## config.mk

```make
export PLATFORM = sky130hd
export DESIGN_NAME = vga_timing_gen
export DESIGN_NICKNAME = d
export VERILOG_FILES = /design/src/rtl/vga_pkg.sv /design/src/rtl/vga_axis_counter.sv /design/src/rtl/vga_timing_gen.sv
export SDC_FILE = /design/constraint.sdc
export NUM_CORES = 1
export LEC_CHECK = 0
export BUFFER_PORTS_ARGS = -buffer_cell sky130_fd_sc_hd__buf_2
export CAP_MARGIN = 20
export CORE_MARGIN = 4
export CORE_UTILIZATION = 45
export CTS_CLUSTER_DIAMETER = 60
export DETAILED_ROUTE_END_ITERATION = 6
export PLACE_DENSITY = 0.77
export REMOVE_ABC_BUFFERS = 1
export SETUP_SLACK_MARGIN = 0.02
export SYNTH_ARGS = -nofsm -noshare
export SYNTH_HDL_FRONTEND = slang
export SYNTH_SLANG_ARGS = --single-unit
```

## constraint.sdc

```tcl
create_clock -name clk_in -period 2.3 [get_ports clk_in]
set_clock_uncertainty 0.15 [all_clocks]
set_input_delay 0.345 -clock clk_in [delete_from_list [all_inputs] [get_ports clk_in]]
set_output_delay 0.345 -clock clk_in [all_outputs]
set_load 0.01 [all_outputs]
```

## src/rtl/vga_pkg.sv

```systemverilog
// vga_pkg: shared types and constants for the VGA raster engine.
// Holds the per-axis timing tuple, the 640x480@60 default timing, the
// colour-bar table and the record carried through the fetch delay line.
// Optional feature macro: VGA_TEST_PATTERN_EN (adds the delayed column
// to the delay-line record so the colour bars can be drawn).
package vga_pkg;

    // One axis worth of timing, in pixels (horizontal) or lines (vertical)
    typedef struct packed {
        int active;
        int fp;
        int sync;
        int bp;
    } timing_t;

    // 640x480@60 with a 25 MHz pixel clock derived from 100 MHz
    localparam timing_t VGA_640_H     = '{active: 640, fp: 16, sync: 96, bp: 48};
    localparam timing_t VGA_480_V     = '{active: 480, fp: 10, sync: 2,  bp: 33};
    localparam int      VGA_CLK_DIV   = 4;
    localparam int      VGA_COLOR_W   = 4;
    localparam int      VGA_FETCH_LAT = 2;

    // Counters are 16 bits wide, so a full line or frame must fit in them
    localparam int COUNT_W   = 16;
    localparam int COUNT_MAX = 65535;

    // Colour-bar flags {r,g,b}, listed left to right across the screen
    localparam logic [2:0] BAR_WHITE   = 3'b111;
    localparam logic [2:0] BAR_YELLOW  = 3'b110;
    localparam logic [2:0] BAR_CYAN    = 3'b011;
    localparam logic [2:0] BAR_GREEN   = 3'b010;
    localparam logic [2:0] BAR_MAGENTA = 3'b101;
    localparam logic [2:0] BAR_RED     = 3'b100;
    localparam logic [2:0] BAR_BLUE    = 3'b001;
    localparam logic [2:0] BAR_BLACK   = 3'b000;

    function automatic logic [2:0] bar_flags(input logic [2:0] idx);
        logic [2:0] flags;
        case (idx)
            3'd0:    flags = BAR_WHITE;
            3'd1:    flags = BAR_YELLOW;
            3'd2:    flags = BAR_CYAN;
            3'd3:    flags = BAR_GREEN;
            3'd4:    flags = BAR_MAGENTA;
            3'd5:    flags = BAR_RED;
            3'd6:    flags = BAR_BLUE;
            default: flags = BAR_BLACK;
        endcase
        return flags;
    endfunction

    function automatic int timing_total(input timing_t t);
        return t.sync + t.bp + t.active + t.fp;
    endfunction

    // What the display side needs to know about a requested pixel.
    // The sync bits are stored unpolarised: 0 always means "deasserted",
    // so a cleared delay line naturally produces idle syncs.
    typedef struct packed {
`ifdef VGA_TEST_PATTERN_EN
        logic [COUNT_W-1:0] x;
`endif
        logic hs;
        logic vs;
        logic act;
    } disp_info_t;

endpackage

```

## src/rtl/vga_axis_counter.sv

```systemverilog
// vga_axis_counter: one raster axis (horizontal or vertical).
// Counts 0..TOTAL-1 while enabled and reports the terminal count plus
// which region (sync / active) the current position falls in.
// Region order along the axis: sync, back porch, active, front porch.
module vga_axis_counter
    import vga_pkg::*;
#(
    parameter int SYNC   = 96,
    parameter int BP     = 48,
    parameter int ACTIVE = 640,
    parameter int FP     = 16
)(
    input  logic               clk_in,
    input  logic               rst,
    input  logic               en,
    output logic [COUNT_W-1:0] count,
    output logic               wrap,
    output logic               in_sync,
    output logic               in_active
);

    localparam timing_t            AXIS     = '{active: ACTIVE, fp: FP, sync: SYNC, bp: BP};
    localparam int                 TOTAL    = timing_total(AXIS);
    localparam logic [COUNT_W-1:0] LAST     = COUNT_W'(TOTAL - 1);
    localparam logic [COUNT_W-1:0] SYNC_END = COUNT_W'(SYNC);
    localparam logic [COUNT_W-1:0] ACT_LO   = COUNT_W'(SYNC + BP);
    localparam logic [COUNT_W-1:0] ACT_HI   = COUNT_W'(SYNC + BP + ACTIVE);

    generate
        if (TOTAL > COUNT_MAX || TOTAL < 1) begin : g_bad_total
            $error("vga_axis_counter: axis total %0d does not fit a 16-bit counter", TOTAL);
        end
    endgenerate

    // Terminal count only matters on an enabled step, so it doubles as the
    // enable for whatever axis sits above this one
    assign wrap      = en && (count == LAST);
    assign in_sync   = (count < SYNC_END);
    assign in_active = (count >= ACT_LO) && (count < ACT_HI);

    // Position register: steps on enable, returns to zero after the last slot
    always_ff @(posedge clk_in) begin
        if (rst) begin
            count <= '0;
        end else if (en) begin
            count <= wrap ? '0 : count + COUNT_W'(1);
        end
    end

endmodule

```

## src/rtl/vga_timing_gen.sv

```systemverilog
// vga_timing_gen: parametrised VGA raster/timing engine.
// A clock-enable divider produces the pixel tick; two axis counters walk
// the raster and issue pixel requests FETCH_LAT ticks ahead of display so
// the frame-buffer read path can return rgb_in in step with the delayed
// syncs. Optional feature macro: VGA_TEST_PATTERN_EN adds pattern_en,
// which swaps rgb_in for eight vertical colour bars.
module vga_timing_gen
    import vga_pkg::*;
#(
    parameter int CLK_DIV   = VGA_CLK_DIV,
    parameter int H_ACTIVE  = VGA_640_H.active,
    parameter int H_FP      = VGA_640_H.fp,
    parameter int H_SYNC    = VGA_640_H.sync,
    parameter int H_BP      = VGA_640_H.bp,
    parameter int V_ACTIVE  = VGA_480_V.active,
    parameter int V_FP      = VGA_480_V.fp,
    parameter int V_SYNC    = VGA_480_V.sync,
    parameter int V_BP      = VGA_480_V.bp,
    parameter int HS_POL    = 1,
    parameter int VS_POL    = 1,
    parameter int COLOR_W   = VGA_COLOR_W,
    parameter int FETCH_LAT = VGA_FETCH_LAT
)(
    input  logic                 clk_in,
    input  logic                 rst,
`ifdef VGA_TEST_PATTERN_EN
    input  logic                 pattern_en,
`endif
    output logic                 req_valid,
    output logic [15:0]          req_x,
    output logic [15:0]          req_y,
    input  logic [3*COLOR_W-1:0] rgb_in,
    output logic                 pix_tick,
    output logic                 frame_start,
    output logic                 h_sync,
    output logic                 v_sync,
    output logic                 active,
    output logic [COLOR_W-1:0]   red,
    output logic [COLOR_W-1:0]   green,
    output logic [COLOR_W-1:0]   blue
);

    localparam int                 DIV_W    = (CLK_DIV > 1) ? $clog2(CLK_DIV) : 1;
    localparam logic [DIV_W-1:0]   DIV_LAST = DIV_W'(CLK_DIV - 1);
    localparam logic               HS_ON    = (HS_POL != 0);
    localparam logic               VS_ON    = (VS_POL != 0);
    localparam logic [COUNT_W-1:0] X_OFF    = COUNT_W'(H_SYNC + H_BP);
    localparam logic [COUNT_W-1:0] Y_OFF    = COUNT_W'(V_SYNC + V_BP);

    generate
        if (CLK_DIV < 1) begin : g_bad_div
            $error("vga_timing_gen: CLK_DIV must be at least 1 (got %0d)", CLK_DIV);
        end
        if (FETCH_LAT < 0 || FETCH_LAT > 15) begin : g_bad_lat
            $error("vga_timing_gen: FETCH_LAT must be 0..15 (got %0d)", FETCH_LAT);
        end
    endgenerate

    logic [DIV_W-1:0]   div;
    logic [COUNT_W-1:0] h_cnt;
    logic [COUNT_W-1:0] v_cnt;
    logic               h_wrap;
    logic               v_wrap;
    logic               h_in_sync;
    logic               v_in_sync;
    logic               h_in_active;
    logic               v_in_active;
    logic               at_origin;
    disp_info_t         cur_info;
    disp_info_t         tap;
    logic [3*COLOR_W-1:0] pix_rgb;

    // Pixel-rate clock enable: pix_tick is registered, so it is high for
    // exactly one clk_in in every CLK_DIV and is clean straight out of reset
    always_ff @(posedge clk_in) begin
        if (rst) begin
            div      <= '0;
            pix_tick <= 1'b0;
        end else begin
            pix_tick <= (div == DIV_LAST);
            div      <= (div == DIV_LAST) ? '0 : div + DIV_W'(1);
        end
    end

    vga_axis_counter #(
        .SYNC   (H_SYNC),
        .BP     (H_BP),
        .ACTIVE (H_ACTIVE),
        .FP     (H_FP)
    ) u_h_axis (
        .clk_in    (clk_in),
        .rst       (rst),
        .en        (pix_tick),
        .count     (h_cnt),
        .wrap      (h_wrap),
        .in_sync   (h_in_sync),
        .in_active (h_in_active)
    );

    vga_axis_counter #(
        .SYNC   (V_SYNC),
        .BP     (V_BP),
        .ACTIVE (V_ACTIVE),
        .FP     (V_FP)
    ) u_v_axis (
        .clk_in    (clk_in),
        .rst       (rst),
        .en        (h_wrap),
        .count     (v_cnt),
        .wrap      (v_wrap),
        .in_sync   (v_in_sync),
        .in_active (v_in_active)
    );

    // Request side follows the counters directly, so a request is held for
    // the whole pixel period and the tick cycle sees it
    assign req_valid = h_in_active && v_in_active;
    assign req_x     = req_valid ? (h_cnt - X_OFF) : '0;
    assign req_y     = req_valid ? (v_cnt - Y_OFF) : '0;

    // Tracks whether the counters sit at (0,0): set by the tick that ends a
    // frame and by reset, cleared by any other tick
    always_ff @(posedge clk_in) begin
        if (rst) begin
            at_origin <= 1'b1;
        end else if (pix_tick) begin
            at_origin <= v_wrap;
        end
    end

    assign frame_start = pix_tick && at_origin;

    assign cur_info.hs  = h_in_sync;
    assign cur_info.vs  = v_in_sync;
    assign cur_info.act = req_valid;
`ifdef VGA_TEST_PATTERN_EN
    assign cur_info.x   = req_x;
`endif

    // Tick-enabled delay line: the entry a request wrote reaches the tap on
    // the FETCH_LAT-th tick after it, the same tick rgb_in becomes valid
    generate
        if (FETCH_LAT == 0) begin : g_bypass
            assign tap = cur_info;
        end else begin : g_delay
            disp_info_t dly [FETCH_LAT];

            // Shift one slot per pixel tick; reset clears every slot to idle
            always_ff @(posedge clk_in) begin
                if (rst) begin
                    for (int i = 0; i < FETCH_LAT; i++) begin
                        dly[i] <= '0;
                    end
                end else if (pix_tick) begin
                    dly[0] <= cur_info;
                    for (int i = 1; i < FETCH_LAT; i++) begin
                        dly[i] <= dly[i-1];
                    end
                end
            end

            assign tap = dly[FETCH_LAT-1];
        end
    endgenerate

`ifdef VGA_TEST_PATTERN_EN
    localparam int                 BAR_W   = (H_ACTIVE / 8 > 0) ? H_ACTIVE / 8 : 1;
    localparam logic [COUNT_W-1:0] BAR_W16 = COUNT_W'(BAR_W);
    logic [COUNT_W-1:0] bar_q;
    logic [2:0]         bar_idx;
    logic [2:0]         bar_rgb;

    // Bar number from the delayed column; a ragged last bar joins the black one
    assign bar_q   = tap.x / BAR_W16;
    assign bar_idx = (bar_q > COUNT_W'(7)) ? 3'd7 : bar_q[2:0];
    assign bar_rgb = bar_flags(bar_idx);
`endif

    // Pixel source: fetched data, or the colour bars when the pattern is on
    always_comb begin
        pix_rgb = rgb_in;
`ifdef VGA_TEST_PATTERN_EN
        if (pattern_en) begin
            pix_rgb = {{COLOR_W{bar_rgb[2]}}, {COLOR_W{bar_rgb[1]}}, {COLOR_W{bar_rgb[0]}}};
        end
`endif
    end

    // Display registers: load on the tick, hold between ticks, and blank
    // the colour outside the visible window
    always_ff @(posedge clk_in) begin
        if (rst) begin
            h_sync <= ~HS_ON;
            v_sync <= ~VS_ON;
            active <= 1'b0;
            red    <= '0;
            green  <= '0;
            blue   <= '0;
        end else if (pix_tick) begin
            h_sync <= tap.hs ? HS_ON : ~HS_ON;
            v_sync <= tap.vs ? VS_ON : ~VS_ON;
            active <= tap.act;
            red    <= tap.act ? pix_rgb[3*COLOR_W-1:2*COLOR_W] : '0;
            green  <= tap.act ? pix_rgb[2*COLOR_W-1:COLOR_W]   : '0;
            blue   <= tap.act ? pix_rgb[COLOR_W-1:0]           : '0;
        end
    end

endmodule
```

After elaboration in Yosys (flattened, before gate mapping)
Memories as Yosys holds them, arrays and structs flattened.
Index checks and enable logic that the tools add are counted.
{"block": "op_classes", "add_sub_neg": 5, "order_cmp": 6, "n_eq_ne": 3, "mux": 16, "bitwise_logic": 2, "n_reduce_logical": 7}
{"cell": "$mux W16", "n": 4}
{"cell": "$add A16 B1 Y16 const B", "n": 2}
{"cell": "$eq A16 B10 Y1 const B", "n": 2}
{"cell": "$lt A16 B10 Y1 const B", "n": 2}
{"cell": "$ge A16 B6 Y1 const B", "n": 1}
{"cell": "$ge A16 B8 Y1 const B", "n": 1}
{"cell": "$lt A16 B2 Y1 const B", "n": 1}
{"cell": "$lt A16 B7 Y1 const B", "n": 1}
{"cell": "$sub A16 B6 Y16 const B", "n": 1}
{"cell": "$sub A16 B8 Y16 const B", "n": 1}
{"cell": "$mux W4", "n": 3}
{"cell": "$mux W1", "n": 7}
{"cell": "$logic_and A1 B1 Y1", "n": 6}
{"cell": "$mux W3", "n": 2}
{"cell": "$add A2 B1 Y2 const B", "n": 1}
{"cell": "$eq A2 B2 Y1 const B", "n": 1}
{"cell": "$or A1 B1 Y1", "n": 2}
{"cell": "$reduce_or A2 Y1", "n": 1}
{"block": "word_totals", "regBits": 51, "ram_bits": 6, "inputBits": 14, "output_inout_bits": 50, "elab_cells": 51, "mem_count": 1}
{"memory": "g_delay.dly", "words": 2, "word_bits": 3, "rd": 2, "rd_ports_with_merged_regs": 0, "wr": 2, "line": "vga_timing_gen.sv:146", "text": "disp_info_t dly [FETCH_LAT];"}

Longest topological paths before layout
Gate-level depths: netlist (run 1).
{"block": "depth", "word_depth": 4, "depth_mapped": 8, "ltp_nobuf": 6}

By module
From an unflattened synthesis (run 1), not the netlist that was laid out.
{"block": "unflattened", "hier_cells": 375, "hier_area_um2": 3316.9}
{"mod": "vga_timing_gen", "instances": 1, "cells_per_inst": 177, "area_per_inst_um2": 1503.9, "seq_area_each_um2": 560.5}
{"mod": "vga_axis_counter at u_v_axis", "instances": 1, "cells_per_inst": 99, "area_per_inst_um2": 938.4, "seq_area_each_um2": 320.3}
{"mod": "vga_axis_counter at u_h_axis", "instances": 1, "cells_per_inst": 99, "area_per_inst_um2": 874.6, "seq_area_each_um2": 320.3}

Worst setup path after synthesis (run 1)
Ideal clock, no wire load.
{"block": "synth_path", "kind": "reg-to-output", "startpoint": "register u_h_axis.count[10]", "endpoint": "output port req_x[2]", "t_arrival_ns": 2.081, "required_time_ns": 1.805, "path_slack_ns": -0.276, "path_stages_with_launch": 7, "n_path_buf": 2, "path_cell_list": "dfxtp_1 > buf_6 > or4_4 > or3_1 > a211o_1 > clkbuf_1 > nor3b_1"}
{"block": "synth_between", "elab_chain_len": 4, "word_cells_on_any_way": 5, "classes_between": "2 x order compare; 1 x mux; 2 x reduce/logical"}
{"item": "from (decl)", "line": "vga_axis_counter.sv:16", "text": "output logic [COUNT_W-1:0] count,"}
{"item": "from (signal assigned)", "line": "vga_axis_counter.sv:46", "text": "count <= wrap ? '0 : count + COUNT_W'(1);"}
{"item": "$ge A16 B8 Y1 / $lt A16 B10 Y1 (equally long branches)", "line": "vga_axis_counter.sv:39", "text": "assign in_active = (count >= ACT_LO) && (count < ACT_HI);"}
{"item": "$logic_and A1 B1 Y1 (*)", "line": "vga_axis_counter.sv:39"}
{"item": "$logic_and A1 B1 Y1 (*)", "line": "vga_timing_gen.sv:117", "text": "assign req_valid = h_in_active && v_in_active;"}
{"item": "$mux W16 (*)", "line": "vga_timing_gen.sv:118", "text": "assign req_x = req_valid ? (h_cnt - X_OFF) : '0;"}
{"item": "to (decl)", "line": "vga_timing_gen.sv:30", "text": "output logic [15:0] req_x,"}
Every way passes the cells marked *; elsewhere a longest branch is shown, timed or not.

Final worst setup path (run 1)
{"block": "layout_path", "startpoint": "register u_h_axis.count[10]", "endpoint": "output port req_y[1]"}
{"block": "layout_between", "elab_chain_len": 4, "word_cells_on_any_way": 5, "classes_between": "2 x order compare; 1 x mux; 2 x reduce/logical"}
{"item": "$ge A16 B8 Y1 / $lt A16 B10 Y1 (equally long branches)", "line": "vga_axis_counter.sv:39"}
{"item": "$logic_and A1 B1 Y1 (*)", "line": "vga_axis_counter.sv:39"}
{"item": "$logic_and A1 B1 Y1 (*)", "line": "vga_timing_gen.sv:117"}
{"item": "$mux W16 (*)", "line": "vga_timing_gen.sv:119", "text": "assign req_y = req_valid ? (v_cnt - Y_OFF) : '0;"}
{"item": "to (decl)", "line": "vga_timing_gen.sv:31", "text": "output logic [15:0] req_y,"}
Marks and branches as above.

==> results of run 1 <==
==> flip-flops by register name, indices dropped and copies added (netlist names) <==
| signal | flops |
|---|---|
| u_h_axis.count | 16 |
| u_v_axis.count | 16 |
| green | 4 |
| blue | 4 |
| pix_tick | 1 |
| active | 1 |
| g_delay.dly | 6 |
| at_origin | 1 |
| red | 4 |
| div | 2 |
| h_sync | 1 |
| v_sync | 1 |
==> final timing paths <==
| check | startpoint | end | cells past startpoint |
|---|---|---|---|
| worst max-delay path | u_h_axis.count[10]$_SDFFE_PP0P_ | req_y[1] | 6 |
| worst min-delay path | rgb_in[6] | green[2]$_SDFFE_PP0P_ | 3 |
| worst max register to register | u_h_axis.count[10]$_SDFFE_PP0P_ | u_v_axis.count[14]$_SDFFE_PP0N_ | 10 |
| worst min register to register | div[0]$_SDFF_PP0_ | div[0]$_SDFF_PP0_ | 1 |
==> power by group <==
group | internal (mW) | leakage, nW | switching [mW] | total (mW)
clock network | 0.609 | 0.106 | 0.442 | 1.05
logic | 0.0450 | 1.28 | 0.0659 | 0.111
registers | 1.02 | 0.474 | 0.00800 | 1.03
total | 1.67 | 1.86 | 0.516 | 2.19
==> routing by layer <==
layer  global-route usage  up-vias
li1                     -     1657
met1               0.2611     1756
met2               0.3927      165
met3              0.06986       52
met4               0.1176        0
met5                    0        -
==> synthesized netlist by cell type (2+ instances only) <==
library cell | n | area, um2
dfxtp_1 | 51 | 1021
buf_4 | 3 | 22.52
a311oi_1 | 2 | 17.52
buf_1 | 5 | 18.77
nand4b_1 | 2 | 17.52
and3_1 | 6 | 37.54
a22oi_1 | 12 | 90.09
inv_1 | 16 | 60.06
o31ai_1 | 5 | 37.54
or4_1 | 7 | 52.55
xor2_1 | 6 | 52.55
buf_2 | 3 | 15.01
nand3_1 | 9 | 45.04
nor4_1 | 9 | 56.30
buf_6 | 2 | 22.52
nor3_1 | 30 | 150.1
edfxtp_1 | 6 | 180.2
mux2i_1 | 3 | 30.03
nand2_1 | 24 | 90.09
a21oi_1 | 25 | 125.1
nor2_1 | 37 | 138.9
o21ai_0 | 2 | 10.01
xnor2_1 | 18 | 157.7
o32ai_1 | 7 | 61.31
clkbuf_1 | 26 | 97.59
or4_4 | 2 | 22.52
nand4_1 | 14 | 87.58
or3_1 | 15 | 93.84
nor3b_1 | 5 | 37.54
ha_1 | 8 | 100.1
a31oi_1 | 6 | 37.54
and2_1 | 3 | 18.77
nand2b_1 | 2 | 12.51
o41ai_1 | 2 | 17.52
or2_2 | 5 | 31.28
==> cell usage in the layout (no fill, tap or decap), types with 3 or more instances in the layout <==
master / n
mux2i_1: 3
nand3_2: 3
nand3_1: 6
nor2_1: 36
dfxtp_1: 50
nor4_1: 9
o31ai_1: 3
and3_1: 5
a21oi_1: 16
nor3_2: 18
a21oi_4: 3
xor2_1: 6
nand2_1: 21
a31oi_1: 4
a21oi_2: 6
conb_1: 3
nor3_1: 8
buf_6: 10
buf_2: 60
nor3_4: 4
buf_4: 63
ha_1: 8
or3_1: 15
and2_1: 3
edfxtp_1: 6
or2_2: 5
xnor2_1: 18
or4_1: 6
a22oi_1: 12
clkbuf_8: 9
nand4_1: 14
o32ai_1: 5
or4_4: 4
inv_1: 16
==> worst max-delay path, delay by kind of cell, from the launching register on <==
family	cells	cell delay, ns
buffers and inverters	2	0.33
flip-flops	1	0.33
AO/OA/AOI/OAI	1	0.33
AND/OR/NAND/NOR	3	1.03
==> timing repair <==
action,in CTS,in global routing
cloned,3,0
hold buffers,0,0
endpoints found under the setup margin,49,62
setup buffers,5,3
pin swaps,13,17
gates resized for setup,40,51
==> kinds of logic after synthesis <==
kind of cell,synth area share
muxes,0.009343
DFF,0.3737
AOI/OAI and AO/OA,0.1448
adders and majority gates,0.03114
and+or+nand+nor,0.2997
other,0.001167
buffers and inverters,0.07473
xor gates and xnor gates,0.06539
==> through the flow <==
stage	area, um2	TNS, ns	utilization
after floorplan	3045	-31.70	-
after global placement	3988	-2.918	0.5805
after detailed placement	3988	-4.200	0.5805
after CTS	4459	-17.70	0.6492
after global routing	4750	-29.45	0.6914
final	4750	-25.45	0.6914
==> cell type report <==
class                   instances  area, um2
multi-input cells             285       2177
fillers                       494       2120
flip-flops and latches         57       1202
repair buffers                137      968.4
clock buffers                   9      123.9
well taps                      96      120.1
clock inverters                 7      93.84
inverters                      17      63.81
==> flow_summary.ini, run 1 <==
[outcome]
status = complete, but fails checks
violations = setup timing

[setup_path]
reg2reg_slack_ns = -0.53
critPathCaptureType = primary output
cp_cell_sequence = or4_4, or3_1, a211o_4, buf_12, nor3b_4, buf_2
crit_fanout = 12
critPathSlowestCell = or4_4
cp.arrival_ns = 2.36
critPathLaunchType = register
crit_type = reg2out
cpPeakStageDelay_ns = 0.53
crit_required_ns = 1.80

[detailed_routing]
drc = 0
firstDrtPassIters = 7
highest_layer = met4
dr_wl_met3_um = 698
drt_iter0_drc = 233
drt-total-wl_um = 10810
num_vias = 3630
wl_met1_um = 4176
ant_nets = 0
vias_per_cell = 5.970
wl_per_cell_um = 17.77
dr_wl_met2_um = 5497

[die]
ioPinCount = 64
rows = 30
start_util = 0.4679
dieWidth_um = 92.52
core_um2 = 6869
die_h_um = 92.52
fp.dieArea_um2 = 8559

[cts]
cts.sinks = 57
clockRootBuffer = clkbuf_8
cts_tree = yes
clk_pin_slew_ns = 0.07
htree_num_levels = 3
clock_path_buffers = 2
clock_latency_ns = 0.35
cts_made_buffers = 9

[timing]
grt_setup_unrepaired = true
setup_viol = 62
setup_slack_ns = -0.5575
finalHoldViolations = 0
relSlewSlack = 0.5587
min_period_ns = 2.858
max_freq_mhz = 350.0
tightest_slew_ns = 0.6559
hold_ws_ns = 0.08029
min_period_over_period = 1.242
slew_violations = 0

[logic_synthesis]
synth_cells = 395
netlist_area_um2 = 3214
synth_cell_type_count = 52
synth-edff-count = 6
ys.flop_type = dfxtp_1
synth.avg_cell_area_um2 = 8.138
synthArstFlopShare = 0
yosys_warnings = 0
ys_seq_area_frac = 0.3737
ys_ff_latch = 57

[place]
hpwl_um = 6554
place_ws_ns = -0.1671
dp_cells = 581
numPortBuffers = 60
gp_congestion = 0.9070

[global_routing]
grt_pass1_wl_um = 16010
grt_pass1_vias = 3487
grt_use_total = 0.2312
antenna_found_initial = 0
grt_max_degree = 23
grt-ovfl-total = 0

[worst_hold_path]
hp-class = in2reg

[finish]
fin_cells = 608
nNetsFinal = 529
n_antenna_cell = 0
area.growth.synth_to_final_pct = 47.76
drive_above_1_share = 0.4277

[flow_run]
maxCapViolations = 0

[power_and_ir_drop]
finalPower_mw = 2.189
ir_drop_mv = 0.2920
pwr_density_cell_nw_per_um2 = 460.9
p_leak_nw = 1.859
Note: power is estimated with default switching activity, not from simulation.
==> run 2: changes to the inputs <==
--- a/config.mk
+++ b/config.mk
@@ -5,13 +5,14 @@
 export SDC_FILE = /design/constraint.sdc
 export NUM_CORES = 1
 export LEC_CHECK = 0
+export ABC_AREA = 1
 export BUFFER_PORTS_ARGS = -buffer_cell sky130_fd_sc_hd__buf_2
 export CAP_MARGIN = 20
 export CORE_MARGIN = 4
 export CORE_UTILIZATION = 45
 export CTS_CLUSTER_DIAMETER = 60
 export DETAILED_ROUTE_END_ITERATION = 6
-export PLACE_DENSITY = 0.77
+export PLACE_DENSITY = 0.76
 export REMOVE_ABC_BUFFERS = 1
 export SETUP_SLACK_MARGIN = 0.02
 export SYNTH_ARGS = -nofsm -noshare
==> flow_summary.ini, run 2 <==
[place]
gp_congestion = 0.9668
hpwl_um = 7115
numPortBuffers = 60

[timing]
slew_violations = 0
relSlewSlack = 0.6671
tightest_slew_ns = 0.4975
min_period_over_period = 1.063
setup_slack_ns = -0.1445
setup_viol = 30
grt_setup_unrepaired = true
min_period_ns = 2.444
finalHoldViolations = 0
fin_tns_setup_ns = -3.138
max_freq_mhz = 409.1

[cts]
cts_tree = yes
cts_made_buffers = 9
clockRootBuffer = clkbuf_8
clock_latency_ns = 0.35
cts.sinks = 57
clock_path_buffers = 2
htree_num_levels = 3
clk_pin_slew_ns = 0.07

[global_routing]
antenna_found_initial = 0
grt_pass1_wl_um = 16580
grt_use_total = 0.2103
grt-ovfl-total = 0
grt_pass1_vias = 3610
grt_max_degree = 20

[die]
ioPinCount = 64
fp.dieArea_um2 = 9464
dieWidth_um = 97.29
core_um2 = 7727
rows = 32
start_util = 0.4642
die_h_um = 97.29

[logic_synthesis]
ys_seq_area_frac = 0.3348
synth_top_area_share = 0.2846
ys_ff_latch = 57
synth_cell_type_count = 37
yosysTopAreaCell = dfxtp_1
yosys_warnings = 0
synth-edff-count = 6
ys.flop_type = dfxtp_1
synth_common_cells = nand2_1, nor2_1, inv_1
yosys-top-cells-area = dfxtp_1, nand2_1, nor2_1
synthArstFlopShare = 0
synthMostInstantiatedCell = nand2_1
netlist_area_um2 = 3587
synth.avg_cell_area_um2 = 6.912
synth_cells = 519

[setup_path]
critPathTopFamily = simple AND/OR/NAND/NOR gates
cp_cell_sequence = buf_4, nor2_2, nand4_1, nand2_4, nand4_4, buf_8, nor2_2, buf_2
cp.arrival_ns = 1.95
crit_fanout = 6
cpPeakStageDelay_ns = 0.38
path_buf_inv = 3
critPathCaptureType = primary output
critPathLaunchType = register
crit_type = reg2out
cp_common_cell = nor2_2
crit_required_ns = 1.80
critPathSlowestCell = dfxtp_4

[power_and_ir_drop]
intPower_mw = 1.616
sequentialPowerShare = 0.477
p_comb_frac = 0.036
swShare = 0.2459
ir_drop_mv = 0.3635
finalPower_mw = 2.143
p_leak_nw = 2.230
switchingPower_mw = 0.5272
pwr_density_cell_nw_per_um2 = 434.0
p_clk_frac = 0.487

[finish]
area.growth.synth_to_final_pct = 37.67
layout_common_cells = nand2_1, nor2_1, inv_1
drive_above_1_share = 0.3708
nNetsFinal = 648
n_antenna_cell = 0
final_common_cell = nand2_1
fillers = 620
top_regs = u_h_axis.count x16, u_v_axis.count x16, g_delay.dly x6

[detailed_routing]
drc = 0
wl_per_cell_um = 14.67
vias_per_cell = 5.372
num_vias = 3938
drt-total-wl_um = 10750
ant_nets = 0
drt_iter0_drc = 408
firstDrtPassIters = 6

[flow_run]
maxCapViolations = 0

[outcome]
status = complete, but fails checks
violations = setup timing

[worst_hold_path]
hp-class = in2reg
[run 2: power groups by stage]
stage	Sequential [mW]	Clock, mW	Combinational (mW)
floorplan	1.05	0	0.0353
global placement	1.05	0	0.0723
detailed placement	1.05	0	0.0742
CTS	1.03	1.05	0.0745
global route	1.02	1.10	0.0863
finish	1.02	1.04	0.0774
[run 2: final cells by class]
type / count / area (um2) / area share
multi-input combinational: 378 / 2256 / 0.4568
sequential: 57 / 1236 / 0.2503
timing repair buffer: 112 / 833.3 / 0.1687
inverter: 68 / 265.3 / 0.05371
clock buffer: 10 / 148.9 / 0.03015
tap: 102 / 127.6 / 0.02584
clock inverter: 6 / 71.32 / 0.01444
[run 2: cells by family (layout without fill, tap and decap cells)]
kind of cell             Yosys count  after routing  synth area share
XOR/XNOR                          13             13           0.03174
AO/OA/AOI/OAI                     56             56            0.1039
adder cells (fa/ha/maj)            8              8           0.02790
AND/OR/NAND/NOR                  298            298            0.3966
buffers and inverters             86            196            0.1039
other                              1              3          0.001045
flip-flops                        57             57            0.3348
[run 2: per-stage QoR]
stage	cell area, um2	instances	worst slack, ns	hold slack (ns)	util
detailed placement	4048	684	0.08114	0.2753	0.5238
global route	4938	733	-0.2016	0.09006	0.6391
finish	4938	733	-0.1445	0.09357	0.6391
global placement	4048	684	0.1203	0.2661	0.5238
CTS	4499	713	-0.1173	0.08572	0.5823
floorplan	3477	503	-0.1657	0.2547	-
[run 2: path summary, 6_finish.rpt]
path	start	cells past startpoint	slack [ns]	end
max	u_h_axis.count[6]$_SDFFE_PP0P_	8	-0.14	req_x[4]
min	rgb_in[4]	2	0.09	green[0]$_SDFFE_PP0P_
max reg2reg	u_h_axis.count[0]$_SDFFE_PP0P_	8	0.21	u_h_axis.count[9]$_SDFFE_PP0P_
min reg2reg	div[0]$_SDFF_PP0_	1	0.29	div[0]$_SDFF_PP0_
[run 2: what timing repair did]
action	4_1_cts	5_1_grt
setup endpoints to repair	30	30
gates cloned	1	0
resized for setup	40	76
pin swaps	11	17
buffers inserted	12	20
hold buffers	0	0
[run 2: per-layer routing]
| metal | global-route usage | share of wire |
|---|---|---|
| met2 | 0.3445 | 0.49 |
| met1 | 0.2596 | 0.40 |
| met5 | 0 | 0 |
| met4 | 0.07774 | 0.029 |
| met3 | 0.06604 | 0.078 |
